`src/rtl/pipe_stage_reg_pkg.sv`:
```
// pipe_stage_reg_pkg: shared CPU_def definitions for the pipeline stage registers
// Holds the PC width, the stage-register state encoding (FULL aliases ONE so
// occupancy can be read straight off the state), and per-boundary field widths.
package pipe_stage_reg_pkg;
  localparam int PC_BITS = 32;
  typedef enum logic [1:0] {EMPTY = 2'd0, ONE = 2'd1, TWO = 2'd2} pipe_state_t;
  localparam pipe_state_t FULL = ONE;
  localparam int IFID_CTRL_W = 1;
  localparam int IFID_DATA_W = 2 * PC_BITS;
  localparam int IDEX_CTRL_W = 10;
  localparam int IDEX_DATA_W = 3 * 32 + 3 * 5;
  localparam int EXMEM_CTRL_W = 4;
  localparam int EXMEM_DATA_W = 32 + 32 + 5;
  localparam int MEMWB_CTRL_W = 2;
  localparam int MEMWB_DATA_W = 32 + 32 + 5;
endpackage

```
`src/rtl/pipe_stage_reg_skid_buf.sv`:
```
// pipe_skid_buf: 2-entry skid storage with EMPTY/ONE/TWO FSM and registered in_ready
// Ports: clk, clr (sync reset), flush, stall, in_valid/in_ready/in_ctrl/in_data,
// out_valid/out_ready/out_ctrl/out_data, occupancy (0..2).
module pipe_skid_buf
  import pipe_stage_reg_pkg::*;
#(
  parameter int CTRL_W = 4,
  parameter int DATA_W = 69
) (
  input  logic              clk,
  input  logic              clr,
  input  logic              flush,
  input  logic              stall,
  input  logic              in_valid,
  output logic              in_ready,
  input  logic [CTRL_W-1:0] in_ctrl,
  input  logic [DATA_W-1:0] in_data,
  output logic              out_valid,
  input  logic              out_ready,
  output logic [CTRL_W-1:0] out_ctrl,
  output logic [DATA_W-1:0] out_data,
  output logic [1:0]        occupancy
);
  pipe_state_t state, state_n;
  logic [CTRL_W-1:0] main_ctrl, skid_ctrl;
  logic [DATA_W-1:0] main_data, skid_data;
  logic acc, rel, load_main;
  assign in_ready  = ~stall & (state != TWO);
  assign out_valid = state != EMPTY;
  assign acc       = in_valid & in_ready & ~flush;
  assign rel       = out_valid & out_ready & ~stall;
  // main register takes the input when it is free or being drained this cycle
  assign load_main = acc & (state == EMPTY | rel);
  assign out_ctrl  = out_valid ? main_ctrl : '0;
  assign out_data  = main_data;
  assign occupancy = state;
  always_comb begin
    state_n = state;
    state_n = (state == EMPTY) ? (acc ? ONE : EMPTY) :
              (state == ONE)   ? ((acc & ~rel) ? TWO : (rel & ~acc) ? EMPTY : ONE) :
                                 (rel ? ONE : TWO);
  end
  always_ff @(posedge clk) begin
    if (clr) begin
      state     <= EMPTY;
      main_ctrl <= '0;
      skid_ctrl <= '0;
      main_data <= '0;
      skid_data <= '0;
    end else if (flush) begin
      state     <= EMPTY;
      main_ctrl <= '0;
      skid_ctrl <= '0;
    end else begin
      state <= state_n;
      if (load_main) begin
        main_ctrl <= in_ctrl;
        main_data <= in_data;
      end else if (state == TWO && rel) begin
        main_ctrl <= skid_ctrl;
        main_data <= skid_data;
      end
      if (acc && state == ONE && !rel) begin
        skid_ctrl <= in_ctrl;
        skid_data <= in_data;
      end
    end
  end
endmodule

```
`src/rtl/pipe_stage_reg.sv`:
```
// pipe_stage_reg: inter-stage pipeline register with valid/ready, stall, flush and bubble gating
// Ports: clk, clr (sync reset), flush, stall, in_valid/in_ready/in_ctrl/in_data,
// out_valid/out_ready/out_ctrl/out_data, occupancy.
// Macro PIPE_STAGE_SKID_EN selects the 2-entry skid buffer (registered in_ready);
// otherwise a single register with combinational in_ready.
module pipe_stage_reg
  import pipe_stage_reg_pkg::*;
#(
  parameter int CTRL_W = 4,
  parameter int DATA_W = 69
) (
  input  logic              clk,
  input  logic              clr,
  input  logic              flush,
  input  logic              stall,
  input  logic              in_valid,
  output logic              in_ready,
  input  logic [CTRL_W-1:0] in_ctrl,
  input  logic [DATA_W-1:0] in_data,
  output logic              out_valid,
  input  logic              out_ready,
  output logic [CTRL_W-1:0] out_ctrl,
  output logic [DATA_W-1:0] out_data,
  output logic [1:0]        occupancy
);
`ifdef PIPE_STAGE_SKID_EN
  pipe_skid_buf #(.CTRL_W(CTRL_W), .DATA_W(DATA_W)) u_skid (
    .clk       (clk),
    .clr       (clr),
    .flush     (flush),
    .stall     (stall),
    .in_valid  (in_valid),
    .in_ready  (in_ready),
    .in_ctrl   (in_ctrl),
    .in_data   (in_data),
    .out_valid (out_valid),
    .out_ready (out_ready),
    .out_ctrl  (out_ctrl),
    .out_data  (out_data),
    .occupancy (occupancy)
  );
`else
  pipe_state_t state, state_n;
  logic [CTRL_W-1:0] ctrl_q;
  logic [DATA_W-1:0] data_q;
  logic acc, rel;
  assign out_valid = state == FULL;
  // combinational through out_ready so a draining register can refill every cycle
  assign in_ready  = ~stall & (~out_valid | out_ready);
  assign acc       = in_valid & in_ready & ~flush;
  assign rel       = out_valid & out_ready & ~stall;
  assign out_ctrl  = out_valid ? ctrl_q : '0;
  assign out_data  = data_q;
  assign occupancy = {1'b0, out_valid};
  always_comb begin
    state_n = state;
    state_n = acc ? FULL : rel ? EMPTY : state;
  end
  always_ff @(posedge clk) begin
    if (clr) begin
      state  <= EMPTY;
      ctrl_q <= '0;
      data_q <= '0;
    end else if (flush) begin
      state  <= EMPTY;
      ctrl_q <= '0;
    end else begin
      state <= state_n;
      if (acc) begin
        ctrl_q <= in_ctrl;
        data_q <= in_data;
      end
    end
  end
`endif
endmodule
```
`config.mk`:
```
export PLATFORM = sky130hd
export DESIGN_NAME = pipe_stage_reg
export DESIGN_NICKNAME = d
export VERILOG_FILES = /design/src/rtl/pipe_stage_reg_pkg.sv /design/src/rtl/pipe_stage_reg_skid_buf.sv /design/src/rtl/pipe_stage_reg.sv
export SDC_FILE = /design/constraint.sdc
export NUM_CORES = 1
export LEC_CHECK = 0
export CAP_MARGIN = 40
export CORE_MARGIN = 2
export CORE_UTILIZATION = 39
export CTS_CLUSTER_SIZE = 30
export DETAILED_ROUTE_END_ITERATION = 8
export PLACE_DENSITY = 0.8
export SYNTH_ARGS = -nofsm -noshare
export SYNTH_HDL_FRONTEND = slang
export SYNTH_SLANG_ARGS = --single-unit
```
`constraint.sdc`:
```
create_clock -name clk -period 1.5 [get_ports clk]
set_input_delay 0.45 -clock clk [delete_from_list [all_inputs] [get_ports clk]]
set_output_delay 0.45 -clock clk [all_outputs]
set_load 0.02 [all_outputs]
```
==> results.cfg <==
[status]
status = finished with violations
violations = negative setup slack

[pwr]
switchingPower_uw = 1070
power_uw = 4600
seqPwrFrac_pct = 44.8
powerDensity_mw_per_mm2 = 893
power_frac_clock_pct = 39.4
sw_frac_of_total_pct = 23.2
vdd_drop_max_mv = 0.512
leakage_uw = 0.00208
combPwrFrac_pct = 15.8
internal_power_uw = 3530

[route]
first_pass_iters = 4
wl_per_cell_um = 16.6
drc_errors = 0
drtAntennaViolNets = 0
wl_um = 10200
vias_per_cell = 5.29
vias = 3236
first_iter_violations = 124

[setup_path]
worstPathArrival_ns = 1.11
start_kind = input port
r2r_end = out_data[11]
reg2reg_from = state[0]
required_ns = 1.05
cp_max_fo = 2
critPathCaptureType = output pin
critical_path_class = input port to output pin
ff2ff_setup_slack_ns = 0.10
rr_worst_depth = 5

[floorplanning]
design.core.area_mm2 = 0.00729
ios = 156
die-area_mm2 = 0.00824
start_util_pct = 40.3
fp-row-count = 31
die_w_um = 90.8
dieHeight_um = 90.8

[cells_and_area]
antenna_cells = 0
design_area_mm2 = 0.00515
fin_nets = 587
drive_above_1_share_pct = 15.6
final_cell_mix = 73 x nand3_1, 73 x dfxtp_1, 73 x clkdlybuf4s50_1
syn2layout_area_growth_pct = 75.2

[synth]
synthesis.area_mm2 = 0.00294
ys_ff_latch = 74
synth-edff-count = 0
syn_nets = 429
syn_area_per_cell_um2 = 8.39
synth-seq-area-share_pct = 50.4
syn_inst = 350
yosys_warnings = 0
ys.flop_type = dfxtp_1
yosys-top-cells-area = dfxtp_1 50%, nand3_1 12%, a21oi_1 12%, o21ai_1 11%, buf_6 3.1%
synth_area_leader_cell = dfxtp_1
yosysTopAreaCellShare_pct = 50.4
synth_async_sr_flop_share_pct = 0
synth_cell_types = 22

[global_route]
grt_pass1_wl_um = 15800
antenna_found_initial = 0
grt_max_degree = 74
grt_pass1_vias = 3157
busiest_layer = met2
grt_usage_pct = 23.7
global_route.usage.met2_pct = 41.7
grt_overflow_total = 0
use_met1_pct = 28.4
grtUsageMet3_pct = 4.67

[place]
post-place-ws_ns = -0.818
place_area_mm2 = 0.00458
port-buffer-count = 154
dpl.hpwl_um = 5850
gp_congestion = 0.765

[worst_hold_path]
holdPathEnd = out_data[23]
hold_depth = 2
hold_start = out_data[23]
hp-class = flip-flop to flip-flop

[cts]
htree_levels = 3
insertion_delay_ns = 0.33
clk_pin_slew_ns = 0.08
numCtsBuffers = 9
cts_sinks = 74
cts_buffer_depth = 2
hold_buffers = 0
cts_tree = yes
clock-root-buffer = clkbuf_8

[sta]
clock.fmax_mhz = 640
finalHoldViolCount = 0
drv_slew = 0
finalCritPeriodShare_pct = 104
setup_viol = 6
fin_ws_ns = -0.0621
skew_ns = 0.00531
rsz0062_at_grt = true
min_period_ns = 1.56

[run]
maxCapViolations = 0
cells in the mapped netlist (2+ instances only):
master / number
and2_1: 4
o21ai_2: 3
dfxtp_1: 74
buf_6: 8
o21ai_1: 67
buf_1: 4
nand3_1: 73
nand2b_1: 2
a21boi_0: 4
clkbuf_2: 5
clkbuf_1: 10
buf_2: 12
a21oi_1: 69
buf_4: 3
o21ai_0: 4
nor2_1: 2
power by group through the flow:
stage               sequential, uW  combinational [uW]  clock, uW
finish                        2060                 726       1810
global route                  2070                 770       1920
CTS                           2060                 704       1840
detailed placement            2100                 666          0
global placement              2100                 659          0
floorplan                     2180                 202          0
state kept, by name, summed over array words and instances, names as in the netlist:
register and cells:
out_data 69, ctrl_q 4, state 1
routing by layer:
layer | vias to the layer above | share of wire (%)
li1 | 1558 | -
met1 | 1538 | 39
met2 | 123 | 53
met3 | 17 | 6.6
met4 | 0 | 1.7
met5 | - | 0
through the flow:
stage          std cells  util [%]  setup TNS [ns]  hold slack (ns)
6_report             612      70.6          -0.175            0.465
4_1_cts              608      69.1          -0.266            0.471
5_1_grt              612      70.6          -0.436            0.496
3_3_place_gp         580      62.8          -46.91            0.449
3_5_place_dp         580      62.8          -48.71            0.456
2_1_floorplan        350         -               0            0.452
how the worst max path moves through the flow:
| stage | to | depth (start not counted) | start |
|---|---|---|---|
| after floorplan | in_ready | 4 | out_ready |
| after global routing | in_ready | 3 | state[0] |
| after global placement | in_ready | 4 | out_ready |
| after CTS | out_ctrl[3] | 4 | state[0] |
| final | in_ready | 4 | out_ready |
| after detailed placement | in_ready | 4 | out_ready |
cell families (layout without fill, tap and decap cells):
family,count (synthesis),in the layout,synth area share [%]
buf+inv,43,206,8.65
compound gates,148,148,26.0
other cells,1,1,0.128
simple gates,84,84,14.8
flops,74,74,50.4
what timing repair did:
item / 4_1_cts / 5_1_grt
pin swaps: 2 / 2
setup buffers: 4 / 4
gates cloned: 8 / 1
resized for setup: 133 / 42
setup endpoints to repair: 149 / 97
cell type report:
class / count / area (um^2)
Sequential cell: 74 / 1490
Multi-Input combinational cell: 233 / 1260
Clock inverter: 6 / 105
Timing Repair Buffer: 189 / 2040
Tap cell: 99 / 124
Inverter: 1 / 3.75
Clock buffer: 10 / 128
Fill cell: 601 / 2140
worst max-delay path, stage by stage:
cell,delay [ns]
dlygate4sd2_1,0.22
and2b_2,0.25
nor2_4,0.08
buf_6,0.11
No activity file was read; power rests on OpenSTA's default activity.
